--- src/rtl/prod_accumulator.sv ---
`default_nettype none
// ============================================================================
//  Module      : prod_accumulator
//  Description : Consumes products from the 8-bit sequential multiplier,
//                sums BATCH of them into an ACC_W-bit running total and
//                queues completed totals in a 2-entry output buffer that is
//                drained through a valid/ready handshake.
//  Revision    : 1.0  initial release
// ----------------------------------------------------------------------------
//  Ports
//    Clk        in   rising-edge clock
//    Reset_n    in   asynchronous active-low reset
//    Prod_In    in   PROD_W  product from the multiplier
//    Prod_Done  in   one-cycle strobe, Prod_In valid this cycle
//    Clear      in   synchronous flush of sum, count, flags and buffer
//    Acc_Out    out  ACC_W   oldest buffered result
//    Out_Valid  out  buffer non-empty
//    Out_Ready  in   consumer takes Acc_Out at this edge
//    Count      out  8       products accumulated in the current batch
//    Overflow   out  sticky, an addition carried out of ACC_W
//    Drop       out  sticky, a completed result was lost to a full buffer
//    Hold       out  buffer full, upstream must not issue Load
// ============================================================================
module prod_accumulator #(
    parameter int PROD_W = 16,
    parameter int ACC_W  = 24,
    parameter int BATCH  = 4
) (
    input  logic              Clk,
    input  logic              Reset_n,
    input  logic [PROD_W-1:0] Prod_In,
    input  logic              Prod_Done,
    input  logic              Clear,
    output logic [ACC_W-1:0]  Acc_Out,
    output logic              Out_Valid,
    input  logic              Out_Ready,
    output logic [7:0]        Count,
    output logic              Overflow,
    output logic              Drop,
    output logic              Hold
);

    localparam logic [7:0] C_LAST = 8'(BATCH - 1);

    typedef enum logic [0:0] {
        ACC_IDLE = 1'b0,
        ACC_RUN  = 1'b1
    } acc_state_t;

    // ------------------------------------------------------------------
    // State
    // ------------------------------------------------------------------
    acc_state_t        state_q, state_d;
    logic [ACC_W-1:0]  sum_q, sum_d;
    logic [7:0]        count_q, count_d;
    logic              ovf_q, ovf_d;
    logic              drop_q, drop_d;
    logic              hold_q, hold_d;
    logic [1:0]        entries_q, entries_d;
    // Buffer is kept as explicit head/tail registers so the head drives
    // Acc_Out directly and simply keeps its old value when emptied.
    logic [ACC_W-1:0]  head_q, head_d;
    logic [ACC_W-1:0]  tail_q, tail_d;

    // ------------------------------------------------------------------
    // Datapath
    // ------------------------------------------------------------------
    logic              w_accept;
    logic              w_batch_done;
    logic              w_pop;
    logic [ACC_W:0]    w_sum_ext;

    assign w_accept     = Prod_Done & ~Clear;
    assign w_batch_done = w_accept & (count_q == C_LAST);
    // Out_Valid is 0 when empty, so a pop request on an empty buffer is
    // naturally ignored.
    assign w_pop        = (entries_q != 2'd0) & Out_Ready & ~Clear;
    // One extra bit on top of the accumulator captures the carry out.
    assign w_sum_ext    = {1'b0, sum_q} + {{(ACC_W + 1 - PROD_W){1'b0}}, Prod_In};

    always_comb begin
        state_d   = state_q;
        sum_d     = sum_q;
        count_d   = count_q;
        ovf_d     = ovf_q;
        drop_d    = drop_q;
        entries_d = entries_q;
        head_d    = head_q;
        tail_d    = tail_q;

        if (Clear) begin
            // Head is left alone: Acc_Out keeps its stale value while
            // Out_Valid is low.
            state_d   = ACC_IDLE;
            sum_d     = '0;
            count_d   = '0;
            ovf_d     = 1'b0;
            drop_d    = 1'b0;
            entries_d = 2'd0;
        end else begin
            // Accumulator FSM
            case (state_q)
                ACC_IDLE: if (w_accept) state_d = w_batch_done ? ACC_IDLE : ACC_RUN;
                ACC_RUN:  if (w_batch_done) state_d = ACC_IDLE;
                default:  state_d = ACC_IDLE;
            endcase

            if (w_accept) begin
                if (w_sum_ext[ACC_W]) begin
                    ovf_d = 1'b1;
                end
                if (w_batch_done) begin
                    sum_d   = '0;
                    count_d = '0;
                end else begin
                    sum_d   = w_sum_ext[ACC_W-1:0];
                    count_d = count_q + 8'd1;
                end
            end

            // Output buffer: push is the completed sum, pop is the handshake.
            case (entries_q)
                2'd0: begin
                    if (w_batch_done) begin
                        head_d    = w_sum_ext[ACC_W-1:0];
                        entries_d = 2'd1;
                    end
                end
                2'd1: begin
                    if (w_batch_done && w_pop) begin
                        head_d = w_sum_ext[ACC_W-1:0];
                    end else if (w_batch_done) begin
                        tail_d    = w_sum_ext[ACC_W-1:0];
                        entries_d = 2'd2;
                    end else if (w_pop) begin
                        entries_d = 2'd0;
                    end
                end
                default: begin
                    if (w_batch_done && w_pop) begin
                        // Simultaneous pop frees a slot, so the push succeeds.
                        head_d = tail_q;
                        tail_d = w_sum_ext[ACC_W-1:0];
                    end else if (w_batch_done) begin
                        drop_d = 1'b1;
                    end else if (w_pop) begin
                        head_d    = tail_q;
                        entries_d = 2'd1;
                    end
                end
            endcase
        end

        hold_d = (entries_d == 2'd2);
    end

    always_ff @(posedge Clk or negedge Reset_n) begin
        if (!Reset_n) begin
            state_q   <= ACC_IDLE;
            sum_q     <= '0;
            count_q   <= '0;
            ovf_q     <= 1'b0;
            drop_q    <= 1'b0;
            hold_q    <= 1'b0;
            entries_q <= 2'd0;
            head_q    <= '0;
            tail_q    <= '0;
        end else begin
            state_q   <= state_d;
            sum_q     <= sum_d;
            count_q   <= count_d;
            ovf_q     <= ovf_d;
            drop_q    <= drop_d;
            hold_q    <= hold_d;
            entries_q <= entries_d;
            head_q    <= head_d;
            tail_q    <= tail_d;
        end
    end

    assign Acc_Out   = head_q;
    assign Out_Valid = (entries_q != 2'd0);
    assign Count     = count_q;
    assign Overflow  = ovf_q;
    assign Drop      = drop_q;
    assign Hold      = hold_q;

endmodule
`default_nettype wire

--- config.mk ---
export PLATFORM = sky130hd
export DESIGN_NAME = prod_accumulator
export DESIGN_NICKNAME = d
export VERILOG_FILES = /design/src/rtl/prod_accumulator.sv
export SDC_FILE = /design/constraint.sdc
export NUM_CORES = 1
export LEC_CHECK = 0
export CORE_ASPECT_RATIO = 1.1
export CORE_MARGIN = 5
export CORE_UTILIZATION = 45
export CTS_BUF_LIST = sky130_fd_sc_hd__clkbuf_16
export DETAILED_ROUTE_END_ITERATION = 10
export PLACE_DENSITY = 0.76
export SKIP_CTS_REPAIR_TIMING = 1
export SLEW_MARGIN = 0
export SYNTH_ARGS = -nofsm -noshare
export SYNTH_HDL_FRONTEND = slang
export SYNTH_SLANG_ARGS = --single-unit
--- constraint.sdc ---
create_clock -name Clk -period 2.5 [get_ports Clk]
set_input_delay 0.25 -clock Clk [delete_from_list [all_inputs] [get_ports Clk]]
set_output_delay 0.25 -clock Clk [all_outputs]
set_load 0.005 [all_outputs]
; ---- Word-level counts from Yosys, hierarchy flattened
; Index checks and enable logic that the tools add are counted.
[word_totals]
register_bits = 85
input_bits = 21
word_cells = 69
output_inout_bits = 36
[classes]
n_reduce_logical = 13
n_addsub = 2
mux = 30
n_eq_ne = 10
bitwise_logic = 6
[ops]
columns = operator, n
row1 = two-way mux 24 bit, 9
row2 = case mux 24 bit (2 select lines), 2
row3 = adder 24 x 16 -> 25 bit, 1
row4 = two-way mux 8 bit, 3
row5 = two-way mux 2 bit, 8
row6 = inequality test 2 bit (second input constant), 5
row7 = AND reduction 5 bit, 2
row8 = nonzero test 2 bit, 5
row9 = adder 8 x 1 -> 8 bit (second input constant), 1
row10 = equality test 8 x 2 -> 1 bit (second input constant), 1
row11 = two-way mux 1 bit, 7
row12 = bitwise AND 1 bit, 4
row13 = case mux 2 bit (2 select lines), 1
row14 = inequality test 3 x 1 -> 1 bit (second input constant), 1
row15 = AND reduction 3 bit, 1
row16 = nonzero test 3 bit, 1
row17 = equality test 2 x 1 -> 1 bit (second input constant), 1
row18 = equality test 2 bit (second input constant), 1
row19 = zero test 2 bit, 1
row20 = inequality test 2 x 1 -> 1 bit (second input constant), 1
row21 = NOT 1 bit, 2
row22 = AND reduction 2 bit, 1
row23 = OR reduction 2 bit, 1
row24 = logical AND 1 bit, 1

; ---- Longest topological paths before layout
[logic_depth]
depth_word = 9
depth_mapped = 10
ltp_nobuf = 9

; ---- Worst setup path after synthesis
; OpenSTA, ideal clock, no wires.
[synth_timing]
path_type = register to register
from = register sum_q[0]
to = register tail_q[20]
arrival_time_ns = 2.342
path_buffers = 0
path_slack_ns = 0.033
synth_period_minus_slack_ns = 2.467
setup_time_ns = 0.125
path_stages_with_launch = 9
required_time_ns = 2.375
path_cell_list = dfrtp_1 > ha_1 > fa_1 > a21o_1 > a311o_1 > a21oi_1 > a21oi_1 > xor2_1 > mux2_2
[synth_via]
elab_chain_cells = 4
word_cells_on_any_way = 5
cone_classes = 1 x add/sub / 4 x mux
[synth_rtl]
columns = element, line_no
row1 = "start, declared", 54  ; logic [ACC_W-1:0] sum_q, sum_d;
row2 = "start signal, assigned", 170  ; sum_q <= sum_d;
row3 = adder 24 x 16 -> 25 bit *, 79  ; assign w_sum_ext = {1'b0, sum_q} + {{(ACC_W + 1 - PROD_W){1'b0}}, Prod_In};
row4 = two-way mux 24 bit, 132  ; end else if (w_batch_done) begin
row5 = two-way mux 24 bit, 130  ; if (w_batch_done && w_pop) begin
row6 = case mux 24 bit (2 select lines) *, 122  ; case (entries_q)
row7 = "end signal, assigned", 177  ; tail_q <= tail_d;
row8 = "end, declared", 63  ; logic [ACC_W-1:0] tail_q, tail_d;
; Mark *: on every way between the ends. The rest lies on a longest branch, timed or not. The select of a mux whose other input is x is not followed.
; A chain may end at the register's enable or synchronous reset.

; ---- Final worst setup path
[layout_timing]
from = register sum_q[0]
to = register head_q[12] (netlist: Acc_Out[12])
[layout_via]
elab_chain_cells = 3
word_cells_on_any_way = 4
cone_classes = 1 x add/sub / 3 x mux
[layout_rtl]
columns = element, line_no
row1 = adder 24 x 16 -> 25 bit *, 79
row2 = two-way mux 24 bit (on tied branches), "130, 124"
row3 = case mux 24 bit (2 select lines) *, 122
row4 = "end signal, assigned", 166  ; head_q <= '0;
row5 = "end signal, assigned", 176  ; head_q <= head_d;
row6 = "end, declared", 62  ; logic [ACC_W-1:0] head_q, head_d;
; Marked as above.

==> results summary <==
The run finished, with violations left. The final reports fail on setup timing. The total grt overflow is 0.

The H-tree was split into 3 levels. The shortest period the worst path allows is between 2000 and 3000 ps. The maximum number of pins on one net before global-route repair came out at slightly below 50.

Yosys instantiated no cell more often than sky130_fd_sc_hd__dfrtp_1. The combinational group share of total power is 0.275. In this run, CTS created clock tree buffers numbering 9. By startpoint and endpoint, the worst setup path is classified as reg2reg. Of the total power, the share spent switching nets is 0.301. The first global-routing pass estimated 19.5 mm of wire. Before CTS, the worst setup slack after placement is -491 ps. In this run the tool buffered the top-level ports with 56 buffer cells. For this run, asynchronously set or reset flops after synthesis account for 1.00. The die covers ~12000 um2. The worst reg-to-reg setup slack came out at -80 ps. Routability-driven placement finished with a final weighted congestion of 0.924. The worst slew margin relative to its limit is 0.610.

The unique cell type count in the Yosys netlist is 54. STA classifies the critical path startpoint as a register. Clock tree synthesis selected as its root buffer the cell sky130_fd_sc_hd__clkbuf_16. The worst reg-to-reg path cell count came out at 9. Hold timing on the final database bottoms out at a slack of 417 ps. Summing over every cut layer, the via total after detailed routing is ~4000.

In the final routed layout, each cell accounts on average for around 17 um. The data arrival time at the worst-slack endpoint came out at between 2000 and 3000 ps. The flip-flop and latch count after synthesis is 85. The Yosys step of the flow raised 0 warnings. The sink count of the clock tree came out at 85. For this run, the register share of the synthesized area comes to 0.469. TritonCTS built the clock tree. The final-report hold violation count came out at 0. The sequential standard cell area is ~2100 um2. The number of nets with antenna violations after routing is 0.

The worst vdd rail ir drop came out at about 0.33 mV. The synthesized area per cell came out at 9.88 um2. The maximum clock frequency came out at approximately 390 MHz. The commonest cells after synthesis are 85 x sky130_fd_sc_hd__dfrtp_1, 63 x sky130_fd_sc_hd__nand2_1, 29 x sky130_fd_sc_hd__o21ai_0, 22 x sky130_fd_sc_hd__a21oi_1, 18 x sky130_fd_sc_hd__nor2_1. The tightest min-delay check is of the in2async type.

The half-perimeter wire length of the detailed placement result came out at ~8.2 mm. For this block, the initial DRC count from the detailed router was ~250. The floorplan has 38 rows. The count of pins over their slew limit is 0. The worst-margin pin slew is between 500 and 600 ps.

The clock insertion delay at the later pin of the skew report is ~340 ps. The number of global-route vias before repair is 3892. The clock tree skew after final layout is approximately 11 ps.

The area of the mapped netlist is between 4000 and 5000 um2. The number of standard cells after synthesis is between 400 and 500. The leakage power total came out at approximately 2.8 nW. Sorting the synthesized cells by area gives the leading types as sky130_fd_sc_hd__dfrtp_1 47%, sky130_fd_sc_hd__nand2_1 5.2%, sky130_fd_sc_hd__ha_1 4.7%. In this run the critical register-to-register path is launched from sum_q[0]$_DFFE_PN0P_. The multi-input combinational cells in the finished layout cover a total of 2380 um2. The detailed-router iteration count before antenna repair came out at 5.

The clock passes through at most 2 buffers. The clock network fraction of total power is 0.334. The diode insertion count for antenna repair is 0. Of the cells placed in the final design, the portion with a size suffix greater than 1 is 0.194. Tracing the worst setup path back leads to its startpoint at sum_q[0]$_DFFE_PN0P_. The clock slew at the register clock pins of the worst setup and hold paths is ~70 ps. In this run the power spent charging and discharging nets is about 1.2 mW. The synthesis-to-finish area growth is 31.5%. The post-route worst setup slack came out at -79.8 ps.

The wire length after detailed routing is ~12 mm. The synthesized netlist net count is 498. The global-route usage over all layers is 0.200.

Setup repair after global routing could not meet its margin everywhere. The die is ~120 um tall. At the end of the flow, the number of nets in the layout was about 600.

The initial cell density of the core is 0.461. The synthesized design contains 0 enable-type register cells. STA puts the critical path data required time at about 2700 ps.

The share of the synthesized area in the top cell type came out at 0.469. Power spread over the standard cell area amounts to ~670 nW/um2. The endpoint kind of the worst setup timing path is a register. The initial antenna violation count is 0.

In this run the worst path has a maximum fanout of 3. Of the total power, registers draw 0.390. The total I/O pin count came out at 57. The placeable core area is 9840 um2. In the synthesized netlist the dominant register cell turns out to be sky130_fd_sc_hd__dfrtp_1.

The internal portion of the total power is roughly 2.8 mW. Summed over all instances, the cell type with the most area after synthesis is sky130_fd_sc_hd__dfrtp_1. The detailed-route vias per instance came out at between 5 and 6. The number of design rule violations left after detail routing came out at 0. The filler cell count is between 700 and 800. The die span in x came out at between 100 and 150 um.

The ratio of final minimum period to clock period came out at 1.03. Setup violations remaining at the end of the flow were counted as 3. The total of max-cap violations came out at 0.
-- state kept, by name, indices dropped and copies added, names as in the netlist --
register,flops
Acc_Out,24
Count,8
Drop,1
Hold,1
Overflow,1
entries_q,2
sum_q,24
tail_q,24
-- layer usage --
metal	vias up	wire length [um]	GRT usage
met2	117	5740	0.328
met1	1931	5220	0.271
li1	1868	-	-
met3	12	614	0.0354
met4	0	165	0.0648
met5	-	0	0
-- layout make-up --
cell class | count | share of cell area
tap | 120 | 0.0252
timing repair buffer | 111 | 0.165
clock inverter | 7 | 0.0124
multi-input combinational | 344 | 0.399
sequential | 85 | 0.357
inverter | 6 | 0.00378
clock buffer | 9 | 0.0378
-- power groups by stage --
stage               registers (mW)  logic [mW]  clock network [mW]
global placement              1.58        1.01                   0
global route                  1.58        1.20                1.43
finish                        1.57        1.11                1.34
floorplan                     1.57       0.527                   0
detailed placement            1.59        1.04                   0
CTS                           1.57        1.05                1.36
-- through the flow --
stage               cells  setup TNS [ps]  total power, mW   util  area, um2
floorplan             459               0             2.10      -       4530
global placement      661           -5660             2.59  0.562       5530
detailed placement    661           -7000             2.63  0.562       5530
CTS                   677            -587             3.98  0.593       5830
global route          682            -942             4.22  0.606       5960
finish                682            -102             4.01  0.606       5960
-- cells by family (layout without fill, tap and decap cells) --
logic type,Yosys count,count (layout),synth area share
muxes,26,26,0.0621
buffers and inverters,30,133,0.0265
adders and majority gates,18,18,0.0513
and+or+nand+nor,149,149,0.161
DFF,85,85,0.469
AOI/OAI and AO/OA,128,128,0.185
xor gates and xnor gates,23,23,0.0444
-- layout by cell type, fill, tap and decap left out, types with 12 or more instances in the layout --
master	count
sky130_fd_sc_hd__mux2_2	15
sky130_fd_sc_hd__nand2_1	63
sky130_fd_sc_hd__nand3_1	15
sky130_fd_sc_hd__xnor2_1	12
sky130_fd_sc_hd__a22o_1	14
sky130_fd_sc_hd__nor2_1	18
sky130_fd_sc_hd__o21ai_0	27
sky130_fd_sc_hd__a21oi_1	20
sky130_fd_sc_hd__a31oi_1	16
sky130_fd_sc_hd__o21ai_1	14
sky130_fd_sc_hd__clkdlybuf4s50_1	55
sky130_fd_sc_hd__buf_4	54
sky130_fd_sc_hd__ha_1	16
sky130_fd_sc_hd__dfrtp_1	85
-- worst max-delay path: stages, from the launching register on --
cell                       delay, ps
sky130_fd_sc_hd__dfrtp_1         410
sky130_fd_sc_hd__ha_2            200
sky130_fd_sc_hd__fa_2            340
sky130_fd_sc_hd__a21o_1          240
sky130_fd_sc_hd__a221oi_4        340
sky130_fd_sc_hd__o31ai_2         120
sky130_fd_sc_hd__a21o_1          180
sky130_fd_sc_hd__a21oi_2         190
sky130_fd_sc_hd__xnor2_2         120
sky130_fd_sc_hd__a221o_1         320
-- path summary, 6_finish.rpt --
| kind | endpoint |
|---|---|
| max in group asynchronous | sum_q[12]$_DFFE_PN0P_ |
| worst min register to register | tail_q[23]$_DFFE_PN0P_ |
| worst min-delay path | sum_q[6]$_DFFE_PN0P_ |
| worst max-delay path | Acc_Out[12]$_DFFE_PN0P_ |
| worst max register to register | Acc_Out[12]$_DFFE_PN0P_ |
| min in group Clk | tail_q[23]$_DFFE_PN0P_ |
No activity file was read; power rests on OpenSTA's default activity.
